**src/rtl/collector_pkg.sv**
```systemverilog
`default_nettype none
// ============================================================================
// Module : collector_pkg
// Brief  : Shared types and default sizes for dual_result_collector.
// Rev    : 1.0  initial release
// ============================================================================
package collector_pkg;

    typedef enum logic [0:0] {
        LANE_P1 = 1'b0,
        LANE_P2 = 1'b1
    } lane_e;

    typedef enum logic [0:0] {
        LAST_P1 = 1'b0,
        LAST_P2 = 1'b1
    } arb_state_e;

    localparam int c_data_w = 32;
    localparam int c_depth  = 4;
    localparam int c_cnt_w  = 16;

endpackage : collector_pkg
`default_nettype wire

```
**src/rtl/sync_fifo.sv**
```systemverilog
`default_nettype none
// ============================================================================
// Module : sync_fifo
// Brief  : Single-clock FIFO; a write while full succeeds if a read happens too.
// Rev    : 1.0  initial release
// ============================================================================
module sync_fifo #(
    parameter int DATA_W = 32,
    parameter int DEPTH  = 4
) (
    input  logic              clk,
    input  logic              reset,
    input  logic              wr_en,
    input  logic [DATA_W-1:0] din,
    input  logic              rd_en,
    output logic              full,
    output logic              empty,
    output logic [DATA_W-1:0] dout
);

    localparam int c_ptr_w = $clog2(DEPTH);
    localparam logic [c_ptr_w:0] c_full_occ = (c_ptr_w + 1)'(DEPTH);

    logic [DATA_W-1:0]  r_mem [DEPTH];
    logic [c_ptr_w-1:0] r_wr_ptr;
    logic [c_ptr_w-1:0] r_rd_ptr;
    logic [c_ptr_w:0]   r_occ;
    logic               w_wr;
    logic               w_rd;

    assign full  = (r_occ == c_full_occ);
    assign empty = (r_occ == '0);
    assign dout  = r_mem[r_rd_ptr];
    assign w_rd  = rd_en && !empty;
    assign w_wr  = wr_en && (!full || w_rd);

    always_ff @(posedge clk) begin
        if (w_wr) begin
            r_mem[r_wr_ptr] <= din;
        end
    end

    always_ff @(posedge clk) begin
        if (reset) begin
            r_wr_ptr <= '0;
            r_rd_ptr <= '0;
            r_occ    <= '0;
        end else begin
            if (w_wr) begin
                r_wr_ptr <= r_wr_ptr + 1'b1;
            end
            if (w_rd) begin
                r_rd_ptr <= r_rd_ptr + 1'b1;
            end
            if (w_wr && !w_rd) begin
                r_occ <= r_occ + 1'b1;
            end else if (w_rd && !w_wr) begin
                r_occ <= r_occ - 1'b1;
            end
        end
    end

endmodule : sync_fifo
`default_nettype wire

```
**src/rtl/dual_result_collector.sv**
```systemverilog
`default_nettype none
// ============================================================================
// Module : dual_result_collector
// Brief  : Buffers two result lanes and merges them round-robin with stats.
// Rev    : 1.0  initial release
// ============================================================================
module dual_result_collector
    import collector_pkg::*;
#(
    parameter int DATA_W = c_data_w,
    parameter int DEPTH  = c_depth,
    parameter int CNT_W  = c_cnt_w
) (
    input  logic              clk,
    input  logic              reset,
    input  logic [DATA_W-1:0] pipeline1_outputs,
    input  logic [DATA_W-1:0] pipeline2_outputs,
    input  logic [1:0]        valid,
    output logic [DATA_W-1:0] m_data,
    output logic              m_src,
    output logic              m_valid,
    input  logic              m_ready,
    output logic [CNT_W-1:0]  count1,
    output logic [CNT_W-1:0]  count2,
    output logic [CNT_W-1:0]  drop_count,
    output logic              overflow,
    output logic [DATA_W-1:0] checksum
);

    function automatic logic [CNT_W-1:0] f_sat_add(input logic [CNT_W-1:0] a,
                                                   input logic [1:0] inc);
        logic [CNT_W:0] s;
        s = {1'b0, a} + (CNT_W + 1)'(inc);
        return s[CNT_W] ? '1 : s[CNT_W-1:0];
    endfunction

    logic              w_full1, w_full2, w_empty1, w_empty2;
    logic [DATA_W-1:0] w_dout1, w_dout2;
    logic              w_acc1, w_acc2, w_drop1, w_drop2;
    logic              w_pop1, w_pop2, w_load;
    lane_e             w_grant;
    arb_state_e        r_state, w_state_next;

    logic [DATA_W-1:0] r_m_data;
    lane_e             r_m_src;
    logic              r_m_valid;
    logic [CNT_W-1:0]  r_count1, r_count2, r_drop_count;
    logic              r_overflow;
    logic [DATA_W-1:0] r_checksum;

    // A full lane still accepts when the arbiter pops it this same cycle.
    assign w_acc1  = valid[0] && (!w_full1 || w_pop1);
    assign w_acc2  = valid[1] && (!w_full2 || w_pop2);
    assign w_drop1 = valid[0] && !w_acc1;
    assign w_drop2 = valid[1] && !w_acc2;

    sync_fifo #(.DATA_W(DATA_W), .DEPTH(DEPTH)) u_fifo1 (
        .clk(clk), .reset(reset), .wr_en(w_acc1), .din(pipeline1_outputs),
        .rd_en(w_pop1), .full(w_full1), .empty(w_empty1), .dout(w_dout1)
    );

    sync_fifo #(.DATA_W(DATA_W), .DEPTH(DEPTH)) u_fifo2 (
        .clk(clk), .reset(reset), .wr_en(w_acc2), .din(pipeline2_outputs),
        .rd_en(w_pop2), .full(w_full2), .empty(w_empty2), .dout(w_dout2)
    );

    always_ff @(posedge clk) begin
        if (reset) begin
            r_state <= LAST_P2;
        end else begin
            r_state <= w_state_next;
        end
    end

    always_comb begin
        w_state_next = r_state;
        if (w_load) begin
            w_state_next = (w_grant == LANE_P1) ? LAST_P1 : LAST_P2;
        end
    end

    always_comb begin
        w_load  = (!r_m_valid || m_ready) && (!w_empty1 || !w_empty2);
        w_grant = LANE_P1;
        if (!w_empty1 && !w_empty2) begin
            w_grant = (r_state == LAST_P1) ? LANE_P2 : LANE_P1;
        end else if (w_empty1) begin
            w_grant = LANE_P2;
        end
        w_pop1 = w_load && (w_grant == LANE_P1);
        w_pop2 = w_load && (w_grant == LANE_P2);
    end

    always_ff @(posedge clk) begin
        if (reset) begin
            r_m_data   <= '0;
            r_m_src    <= LANE_P1;
            r_m_valid  <= 1'b0;
            r_checksum <= '0;
        end else begin
            if (r_m_valid && m_ready) begin
                r_checksum <= r_checksum ^ r_m_data;
            end
            if (w_load) begin
                r_m_data  <= (w_grant == LANE_P1) ? w_dout1 : w_dout2;
                r_m_src   <= w_grant;
                r_m_valid <= 1'b1;
            end else if (m_ready) begin
                r_m_valid <= 1'b0;
            end
        end
    end

    always_ff @(posedge clk) begin
        if (reset) begin
            r_count1     <= '0;
            r_count2     <= '0;
            r_drop_count <= '0;
            r_overflow   <= 1'b0;
        end else begin
            r_count1     <= f_sat_add(r_count1, {1'b0, w_acc1});
            r_count2     <= f_sat_add(r_count2, {1'b0, w_acc2});
            r_drop_count <= f_sat_add(r_drop_count, {1'b0, w_drop1} + {1'b0, w_drop2});
            r_overflow   <= r_overflow | w_drop1 | w_drop2;
        end
    end

    assign m_data     = r_m_data;
    assign m_src      = r_m_src;
    assign m_valid    = r_m_valid;
    assign count1     = r_count1;
    assign count2     = r_count2;
    assign drop_count = r_drop_count;
    assign overflow   = r_overflow;
    assign checksum   = r_checksum;

endmodule : dual_result_collector
`default_nettype wire

```
**config.mk**
```make
export PLATFORM = sky130hd
export DESIGN_NAME = dual_result_collector
export DESIGN_NICKNAME = d
export VERILOG_FILES = /design/src/rtl/collector_pkg.sv /design/src/rtl/sync_fifo.sv /design/src/rtl/dual_result_collector.sv
export SDC_FILE = /design/constraint.sdc
export NUM_CORES = 1
export LEC_CHECK = 0
export ABC_CLOCK_PERIOD_IN_PS = 3800
export BUFFER_PORTS_ARGS = -buffer_cell sky130_fd_sc_hd__buf_4
export CAP_MARGIN = 10
export CORE_ASPECT_RATIO = 1.4
export CORE_MARGIN = 2
export CORE_UTILIZATION = 50
export CTS_CLUSTER_SIZE = 8
export DETAILED_ROUTE_END_ITERATION = 8
export GPL_ROUTABILITY_DRIVEN = 0
export GPL_TIMING_DRIVEN = 0
export PLACE_DENSITY = 0.8
export REMOVE_ABC_BUFFERS = 1
export SLEW_MARGIN = 30
export SYNTH_ARGS = -nofsm -noshare
export SYNTH_HDL_FRONTEND = slang
export SYNTH_SLANG_ARGS = --single-unit
```
**constraint.sdc**
```tcl
create_clock -name clk -period 3.8 [get_ports clk]
set_input_delay 0.19 -clock clk [delete_from_list [all_inputs] [get_ports clk]]
set_output_delay 0.19 -clock clk [all_outputs]
set_load 0.05 [all_outputs]
```
==> out/results.txt, run 1 <==
Worst EP arrival -> 3.88 ns
Starting Density -> 50.9%
Synth Register Bits -> 390
register area -> 0.0104 mm^2
Setup crit start kind -> flop
Layout Utilization -> 65.8%
Final Hold Viols -> 0
Slew HR -> 54.8%
Max VDD drop -> 0.483 mV
Synth area leaders -> edfxtp_1 52%, dfxtp_1 18%, mux4_2 9.7%, xor2_1 2.5%, nor2_1 2.3%
Iteration-0 DRC Markers -> 661
run status -> finished, final reports clean
EDFF count, synth -> 256
initial antenna violation count -> 0
routed wl met2 -> 18.4 mm
Final min period -> 3.41 ns
Post-DP Area -> 0.0169 mm^2
Worst-Margin Slew -> 0.678 ns
Die Area -> 0.0311 mm^2
post-synthesis sequential area ratio -> 69.9%
Top FF cell, synth -> edfxtp_1
Worst Setup Slack, final -> 0.395 ns
# IOs -> 184
DPL Wire Length -> 20.9 mm
final setup violation count -> 0
Synth Cell Area -> 0.0148 mm^2
DR vias/cell -> 5.59
WP data required -> 4.28 ns
# rows -> 74
period utilization -> 89.6%
RSZ-0062 raised after global routing -> false
ratio of cells with drive above 1 in the final layout -> 27.7%
post-DR wirelength/cell -> 20.9 um
design area -> 0.0192 mm^2
slowest CP cell -> nor4_1
CTS tree -> done
Cell variety after synth -> 49
Final #Nets -> 1326
Crit Path Max Fanout -> 11
top layer in use -> met4
post-synth top area cell -> edfxtp_1
Root Buffer -> clkbuf_16
Residual DRC -> 0
grt total ovfl -> 0
first-pass GRT wire length -> 52.8 mm
Die Ht -> 208 um
area share of the largest cell type after synthesis -> 51.8%
Worst setup EP type -> flop
Pwr Density -> 722 mW/mm^2
synthesized area per cell -> 15.5 um^2
antenna viol nets, final -> 0
Syn Inst Count -> 956
met1 wire length -> 13.2 mm
max-slew violations -> 0
area grow syn2layout -> 29.4%
IO Port Bufs -> 183
clk sink count -> 390
slowest cell delay on critical path -> 0.57 ns
total number of vias -> 9286
Pre-antenna DRT Iters -> 5
most numerous cell in the Yosys netlist -> edfxtp_1
Reg2Reg Depth -> 11
Static Leakage -> 6.87 nW
clk_skew -> 0.0176 ns
Worst-path clk slew -> 0.05 ns
Yosys warning count -> 0
TritonCTS Buffers -> 54
buffer depth of the longest clock path -> 3
Die W -> 150 um
largest net degree at the start of global routing -> 80
vias in the first global route -> 9802
Tot GR Track Use -> 22.3%
met3 wire length -> 2.10 mm
core footprint -> 0.0292 mm^2
CP cell instances -> or3_4 -> a211oi_4 -> inv_2 -> a31oi_1 -> ha_1 -> ha_1 -> nand4_1 -> nor4_1 -> nand4_1 -> buf_4 -> a21oi_1
Max Clk Rate -> 294 MHz
hold path cells -> 3
Crit Path Category -> reg -> reg
hold crit path type -> in -> reg
Max Cap Viol -> 0
Setup WS pre-CTS -> -0.291 ns
async set-or-reset flop fraction in the synthesized netlist -> 0%
clk_lat worst skew -> 0.57 ns
Synth top cells by count -> 256 x edfxtp_1, 134 x dfxtp_1, 90 x nor2_1, 64 x mux4_2, 49 x nand2_1
diodes inserted -> 0
filler instances -> 1951
CTS H-tree depth -> 2
multi-input logic area -> 0.00420 mm^2
drt total wl -> 34.7 mm
registers in the layout (all words and copies together), names as in the netlist, named ones only:
name and count:
u_fifo1.r_occ 3, count2 16, u_fifo2.r_rd_ptr 2, u_fifo1.r_rd_ptr 2
u_fifo2.r_wr_ptr 2, u_fifo2.r_occ 3, count1 16, u_fifo1.r_wr_ptr 2
overflow 1, m_src 1, m_valid 1, checksum 32
u_fifo2.r_mem 128, m_data 32, u_fifo1.r_mem 128, r_state 1
drop_count 16
report_power, final:
group | internal [W] | switching [W] | leakage, nW
Clock | 0.00268 | 0.00172 | 0.745
Combinational | 0.00160 | 0.00228 | 2.68
Sequential | 0.00511 | 0.000474 | 3.44
kinds of logic after synthesis:
kind of cell	Yosys count	synth area share, %
AND/OR/NAND/NOR	222	6.84
AO/OA/AOI/OAI	111	5.51
flip-flops	390	69.9
adder cells (fa/ha/maj)	18	1.67
XOR/XNOR	66	3.89
multiplexers	70	10.1
buffers and inverters	79	2.09
critical path: cells and delay by family (launching register included):
kind | cells | cell delay, ns
DFF | 1 | 0.37
and+or+nand+nor | 4 | 1.48
adders and majority gates | 2 | 0.45
AOI/OAI and AO/OA | 3 | 0.66
buffers and inverters | 2 | 0.35
routing by layer:
layer / vias to the layer above / track usage (%)
li1: 4218 / -
met1: 4640 / 26.3
met2: 354 / 39.6
met3: 74 / 4.46
met4: 0 / 8.64
met5: - / 0
final timing paths:
kind                                end  slack (ns)                          start
setup reg to reg  count1[10]$_SDFF_PP0_        0.39  u_fifo2.r_occ[0]$_SDFFE_PP0P_
hold / removal     m_valid$_SDFFE_PP0P_        0.10                        m_ready
hold reg to reg     overflow$_SDFF_PP0_        0.48            overflow$_SDFF_PP0_
setup / recovery  count1[10]$_SDFF_PP0_        0.39  u_fifo2.r_occ[0]$_SDFFE_PP0P_
timing repair:
action | 4_1_cts | 5_1_grt
buffers inserted | 2 | 4
hold buffers | 67 | 0
gates resized for setup | 0 | 1
endpoints found under the hold margin | 266 | 0
setup endpoints to repair | 13 | 41
pin swaps | 1 | 3
stage by stage:
stage                     power [W]  hold WS, ns  cells  TNS (ns)
final                        0.0139        0.105   1660         0
after global routing         0.0144        0.136   1660         0
after CTS                    0.0139       0.0611   1656         0
after detailed placement    0.00943        0.392   1490     -3.10
after global placement      0.00903        0.389   1473   -528.40
after floorplan             0.00792        0.259    910    -0.229
layout by cell type (no fill, tap or decap), drive strengths merged, types with 2 or more instances in the layout:
master	n
nand3b	2
a222oi	32
nor4	9
a211oi	4
fa	3
nor2	90
nand4	14
mux4	64
dfxtp	134
nand3	18
a31oi	9
inv	35
nand2	49
mux2i	4
a21oi	45
a31o	3
edfxtp	256
o21ai	8
ha	15
or3	9
xor2	42
or2	2
dlygate4sd3	67
xnor2	24
clkbuf	94
mux2	2
and3	2
and2	9
buf	206
o21a	2
nor3	13
nand2b	2
o211a	2
layout make-up:
class	instances	area share (%)
timing repair buffer	273	12.8
clock buffer	94	7.87
clock inverter	3	0.293
sequential	390	54.1
inverter	33	0.645
multi-input combinational	487	21.9
tap	380	2.48
Note: power is estimated with default switching activity, not from simulation.
==> run 2, diff against run 1 <==
--- a/config.mk
+++ b/config.mk
@@ -10,12 +10,12 @@
 export CAP_MARGIN = 10
 export CORE_ASPECT_RATIO = 1.4
 export CORE_MARGIN = 2
-export CORE_UTILIZATION = 50
+export CORE_UTILIZATION = 33
 export CTS_CLUSTER_SIZE = 8
 export DETAILED_ROUTE_END_ITERATION = 8
 export GPL_ROUTABILITY_DRIVEN = 0
 export GPL_TIMING_DRIVEN = 0
-export PLACE_DENSITY = 0.8
+export PLACE_DENSITY = 0.6
 export REMOVE_ABC_BUFFERS = 1
 export SLEW_MARGIN = 30
 export SYNTH_ARGS = -nofsm -noshare
==> out/results.txt, run 2 (synthesis results as in run 1) <==
Max Clk Rate -> 292 MHz
hold path cells -> 3
Final Non-Filler Cells -> 1832
Crit path max-delay family -> simple AND/OR/NAND/NOR gates
RSZ-0062 raised after global routing -> false
Pre-antenna DRT Iters -> 5
internal power -> 0.00930 W
Critical path buffers and inverters -> 2
Critical R2R Capture -> count1[0]$_SDFF_PP0_
clk_skew -> 0.0148 ns
r2r setup slk -> 0.37 ns
antenna viol nets, final -> 0
Max VDD drop -> 0.510 mV
Layout Utilization -> 43.6%
largest registers -> u_fifo1.r_mem x128, u_fifo2.r_mem x128
slowest cell delay on critical path -> 0.51 ns
Tot GR Track Use -> 15.3%
Sw Pwr -> 0.00443 W
register area -> 0.0104 mm^2
Worst EP arrival -> 3.92 ns
Max Cap Viol -> 0
CTS tree -> done
initial antenna violation count -> 0
# rows -> 91
core footprint -> 0.0443 mm^2
Worst-path clk slew -> 0.05 ns
area grow syn2layout -> 30.0%
first-pass GRT wire length -> 54.2 mm
grt total ovfl -> 0
Worst-Margin Slew -> 0.657 ns
Residual DRC -> 0
CTS H-tree depth -> 2
IO Port Bufs -> 183
Die Area -> 0.0467 mm^2
Worst setup EP type -> flop
CP cell instances -> or3_4 -> a211oi_4 -> inv_2 -> a31oi_1 -> ha_1 -> ha_1 -> nand4_1 -> nor4_2 -> nand4_1 -> buf_4 -> a21oi_1
Pwr Density -> 711 mW/mm^2
Reg2Reg Launch Point -> u_fifo2.r_occ[0]$_SDFFE_PP0P_
drt total wl -> 35.9 mm
ratio of cells with drive above 1 in the final layout -> 27.5%
Die Ht -> 255 um
# IOs -> 184
multi-input logic area -> 0.00421 mm^2
Starting Density -> 33.5%
final setup violation count -> 0
max-slew violations -> 0
Clock Power Share -> 32.1%
clk sink count -> 390
Gate power share -> 27.1%
Final Hold Viols -> 0
share of power burned in registers -> 40.8%
WP data required -> 4.29 ns
run status -> finished, final reports clean
hold crit path type -> in -> reg
diodes inserted -> 0
post-DR wirelength/cell -> 19.6 um
Worst Setup Slack, final -> 0.370 ns
Crit Path Max Fanout -> 12
filler instances -> 3961
Net Sw Frac -> 32.2%
period utilization -> 90.3%
Iteration-0 DRC Markers -> 509
DR vias/cell -> 4.96
Setup WS pre-CTS -> -0.0457 ns
worst hold path endpoint -> m_valid$_SDFFE_PP0P_
Static Leakage -> 6.81 nW
largest net degree at the start of global routing -> 88
clk_lat worst skew -> 0.57 ns
Die W -> 183 um
buffer depth of the longest clock path -> 3
TritonCTS Buffers -> 54
Slew HR -> 56.2%
slowest CP cell -> a211oi_4
Final #Nets -> 1322
Crit Path Category -> reg -> reg
Root Buffer -> clkbuf_16
vias in the first global route -> 9376
Final min period -> 3.43 ns
most frequent cells in the layout -> 256 x edfxtp_1, 185 x buf_4, 130 x dfxtp_1
Reg2Reg Depth -> 11
DPL Wire Length -> 21.7 mm
Setup crit start kind -> flop
hold_ws -> 0.0594 ns
most common cell after layout, fill and taps aside -> edfxtp_1
total number of vias -> 9087
dpl cells -> 1667
min-delay src -> m_ready
==> run 2: metrics by stage <==
step	total power [W]	TNS, ns	instance area (um^2)
final	0.0137	0	19300
after global routing	0.0144	0	19300
after CTS	0.0139	0	19300
after detailed placement	0.00941	-0.177	17100
after global placement	0.00916	-667.54	16700
after floorplan	0.00792	-0.229	14700
==> run 2: worst max path at each step <==
| stage | startpoint | endpoint | cells after the start |
|---|---|---|---|
| 3_3_place_gp | u_fifo1.r_occ[0]$_SDFFE_PP0P_ | u_fifo2.r_mem[0][20]$_DFFE_PP_ | 4 |
| 4_1_cts | u_fifo1.r_occ[0]$_SDFFE_PP0P_ | count2[13]$_SDFF_PP0_ | 9 |
| 5_1_grt | u_fifo2.r_occ[0]$_SDFFE_PP0P_ | count1[0]$_SDFF_PP0_ | 11 |
| 2_1_floorplan | u_fifo1.r_occ[0]$_SDFFE_PP0P_ | count2[13]$_SDFF_PP0_ | 9 |
| 6_report | u_fifo2.r_occ[0]$_SDFFE_PP0P_ | count1[0]$_SDFF_PP0_ | 11 |
| 3_5_place_dp | u_fifo2.r_occ[0]$_SDFFE_PP0P_ | count1[0]$_SDFF_PP0_ | 10 |
==> run 2: metal layers <==
| layer | up-vias | wire length [um] | track usage [%] |
|---|---|---|---|
| met2 | 258 | 18700 | 27.6 |
| met1 | 4566 | 14600 | 18.7 |
| met5 | - | 0 | 0 |
| met4 | 0 | 828 | 4.94 |
| li1 | 4206 | - | - |
| met3 | 57 | 1650 | 2.45 |
==> run 2: cell type report <==
type,count,share of cell area (%)
sequential,390,53.8
multi-input combinational,487,21.8
timing repair buffer,269,12.1
clock inverter,2,0.149
inverter,33,0.642
tap,558,3.62
clock buffer,93,7.87
==> run 2: what timing repair did <==
item / 4_1_cts / 5_1_grt
pin swaps: 1 / 1
hold endpoints to repair: 294 / 0
endpoints found under the setup margin: 13 / 25
hold buffers: 67 / 0
gates resized for setup: 0 / 1
buffers inserted: 2 / 1
cloned: 0 / 0
==> run 2: worst min-delay path, delay by kind of cell <==
family | cells | cell delay [ns]
AOI/OAI and AO/OA | 1 | 0.10
buffers and inverters | 1 | 0.09
and+or+nand+nor | 1 | 0.18
==> run 2: power by group through the flow <==
stage	Clock, W	Sequential (W)	Combinational, W
after floorplan	0	0.00640	0.00153
after global placement	0	0.00580	0.00336
after detailed placement	0	0.00571	0.00371
after CTS	0.00453	0.00563	0.00378
after global routing	0.00469	0.00569	0.00400
final	0.00440	0.00560	0.00372
==> run 3, diff against run 2 <==
--- a/config.mk
+++ b/config.mk
@@ -5,7 +5,7 @@
 export SDC_FILE = /design/constraint.sdc
 export NUM_CORES = 1
 export LEC_CHECK = 0
-export ABC_CLOCK_PERIOD_IN_PS = 3800
+export ABC_CLOCK_PERIOD_IN_PS = 3600
 export BUFFER_PORTS_ARGS = -buffer_cell sky130_fd_sc_hd__buf_4
 export CAP_MARGIN = 10
 export CORE_ASPECT_RATIO = 1.4
@@ -20,4 +20,5 @@
 export SLEW_MARGIN = 30
 export SYNTH_ARGS = -nofsm -noshare
 export SYNTH_HDL_FRONTEND = slang
+export SYNTH_HIERARCHICAL = 1
 export SYNTH_SLANG_ARGS = --single-unit
==> constraint.sdc (replaced) <==
create_clock -name clk -period 3.6 [get_ports clk]
set_input_delay 0.18 -clock clk [delete_from_list [all_inputs] [get_ports clk]]
set_output_delay 0.18 -clock clk [all_outputs]
set_load 0.05 [all_outputs]
==> out/results.txt, run 3 <==
Worst-Margin Slew -> 0.751 ns
min-delay src -> valid[1]
XOR/XNOR Fraction of Synth Area -> 4.07%
Gate power share -> 27.9%
Slew HR -> 50.0%
post-synth top area cell -> edfxtp_1
# rows -> 92
CTS H-tree depth -> 2
# IOs -> 184
Top FF cell, synth -> edfxtp_1
Synth area leaders -> edfxtp_1 51%, dfxtp_1 18%, mux4_2 9.6%, xor2_1 3.3%, nor2_1 2.2%
antenna viol nets, final -> 0
Max VDD drop -> 0.425 mV
Worst-path clk slew -> 0.05 ns
Pwr Density -> 768 mW/mm^2
most common cell after layout, fill and taps aside -> edfxtp_1
Net Sw Frac -> 33.2%
Final Hold Viols -> 0
area grow syn2layout -> 28.8%
Crit Path Max Fanout -> 10
Setup WS pre-CTS -> -0.335 ns
DPL Wire Length -> 20.4 mm
core footprint -> 0.0451 mm^2
clk_lat worst skew -> 0.57 ns
CTS tree -> done
vias in the first global route -> 9195
post-synthesis mux area share -> 10.1%
Crit Path Category -> reg -> reg
Max Cap Viol -> 0
IO Port Bufs -> 183
Post-DP Area -> 0.0171 mm^2
Sw Pwr -> 0.00495 W
Setup crit start kind -> flop
max-slew violations -> 0
diodes inserted -> 0
Tot GR Track Use -> 15.3%
run status -> finished, final reports clean
buffer depth of the longest clock path -> 3
grt total ovfl -> 0
Worst Setup Slack, final -> 0.180 ns
Die Area -> 0.0474 mm^2
clk sink count -> 390
design area -> 0.0194 mm^2
Residual DRC -> 0
drt total wl -> 36.4 mm
Static Leakage -> 6.90 nW
Max Clk Rate -> 292 MHz
largest family of logic cells by synthesized area -> multiplexers
Synth top cells by count -> 256 x edfxtp_1, 134 x dfxtp_1, 90 x nor2_1, 64 x mux4_2, 57 x xor2_1
post-DR wirelength/cell -> 19.5 um
Final Non-Filler Cells -> 1863
Synth Register Bits -> 390
largest net degree at the start of global routing -> 87
Final #Nets -> 1297
Die Ht -> 257 um
RSZ-0062 raised after global routing -> false
ratio of cells with drive above 1 in the final layout -> 29.5%
TritonCTS Buffers -> 55
dpl cells -> 1695
final setup violation count -> 0
simple logic cell fraction of the synthesized area -> 7.70%
Final min period -> 3.42 ns
Iteration-0 DRC Markers -> 566
Syn Inst Count -> 943
Reg2Reg Launch Point -> u_fifo2/r_occ[0]$_SDFFE_PP0P_
CP startpoint -> u_fifo2/r_occ[0]$_SDFFE_PP0P_
Clock Power Share -> 31.7%
Die W -> 185 um
Root Buffer -> clkbuf_16
setup total negative slack -> 0 ns
synthesized area per cell -> 16.0 um^2
Cell variety after synth -> 58
most frequent cells in the layout -> 256 x edfxtp_1, 183 x buf_4, 130 x dfxtp_1
most numerous cell in the Yosys netlist -> edfxtp_1
hold crit path type -> in -> reg
period utilization -> 95.0%
share of power burned in registers -> 40.4%
DR vias/cell -> 4.81
first-pass GRT wire length -> 54.6 mm
Worst setup EP type -> flop
area share of the largest cell type after synthesis -> 51.0%
EDFF count, synth -> 256
Worst EP arrival -> 3.92 ns
area share of fa/ha/maj cells after synthesis -> 1.64%
post-synthesis sequential area ratio -> 68.8%
internal power -> 0.00995 W
compound-cell area share of the yosys netlist -> 5.30%
async set-or-reset flop fraction in the synthesized netlist -> 0%
Starting Density -> 33.4%
clk_skew -> 0.0259 ns
Synth Cell Area -> 0.0151 mm^2
largest registers -> u_fifo1/r_mem x128, u_fifo2/r_mem x128
Pre-antenna DRT Iters -> 6
Yosys warning count -> 6
total number of vias -> 8970
WP data required -> 4.10 ns
initial antenna violation count -> 1
[run 3: changes by cell type after synthesis, moves of 5 or more]
cell	change
a21oi_1	-15
xor2_1	+15
and2_2	+8
and2_1	-7
clkbuf_1	-8
buf_6	+10
and4_1	+7
nand2_1	-6
inv_1	-8
nor4_1	-5
xnor2_1	-11
or3_1	-8
a21oi_2	+12
[run 3: repair_timing]
| item | in CTS | in global routing |
|---|---|---|
| hold buffers | 66 | 0 |
| endpoints found under the setup margin | 30 | 28 |
| hold endpoints to repair | 260 | 0 |
| setup buffers | 1 | 0 |
| cloned | 2 | 0 |
| pin swaps | 1 | 1 |
| gates resized for setup | 3 | 4 |
[run 3: worst max-delay path, cell delays in order, from the launching register on]
cell and delay, ns:
dfxtp_1 0.48, nor3_2 0.12, nor2_2 0.39, o211a_4 0.40, o21a_1 0.19, a21boi_2 0.37, ha_1 0.25, inv_1 0.06
fa_1 0.37, xor2_1 0.17, or3_2 0.41, a21oi_1 0.14
[run 3: layout make-up]
cell class                      count  area (um^2)
Fill cell                        4128        25700
Sequential cell                   390        10400
Multi-Input combinational cell    483         4430
Timing Repair Buffer              256         2150
Clock buffer                       95         1540
Tap cell                          611          764
Inverter                           24         90.1
Clock inverter                      4         56.3
[run 3: logic make-up (layout without fill, tap and decap cells)]
| family | after synthesis | count (layout) |
|---|---|---|
| fa+ha+maj | 18 | 18 |
| mux | 71 | 71 |
| flops | 390 | 390 |
| buf+inv | 72 | 379 |
| xor+xnor | 70 | 70 |
| compound gates | 103 | 105 |
| simple gates | 219 | 219 |
[run 3: layer usage]
metal  global-route usage (%)  wire [um]
met5                        0         13
met4                     4.03        523
met3                     2.97       2070
met2                     27.7      19000
met1                     18.4      14800
[run 3: power by group through the flow]
stage	registers (W)	clock network [W]	logic [W]
CTS	0.00604	0.00487	0.00424
finish	0.00603	0.00472	0.00416
floorplan	0.00687	0	0.00170
detailed placement	0.00612	0	0.00399
global route	0.00612	0.00503	0.00444
global placement	0.00619	0	0.00374
[run 3: worst paths after layout]
check | slack (ns) | depth (start not counted) | endpoint
worst max-delay path | 0.18 | 11 | u_fifo2/r_occ[2]$_SDFFE_PP0P_
worst max register to register | 0.18 | 11 | u_fifo2/r_occ[2]$_SDFFE_PP0P_
worst min register to register | 0.49 | 1 | r_state$_SDFFE_PP1P_
worst min-delay path | 0.05 | 3 | overflow$_SDFF_PP0_
[run 3: stage by stage]
stage	hold WS, ns	util (%)	total power, W
after global placement	0.379	37.5	0.00993
after detailed placement	0.383	37.9	0.0101
after floorplan	0.242	-	0.00857
after CTS	0.0335	43.0	0.0151
final	0.0465	43.0	0.0149
after global routing	0.0758	43.0	0.0156
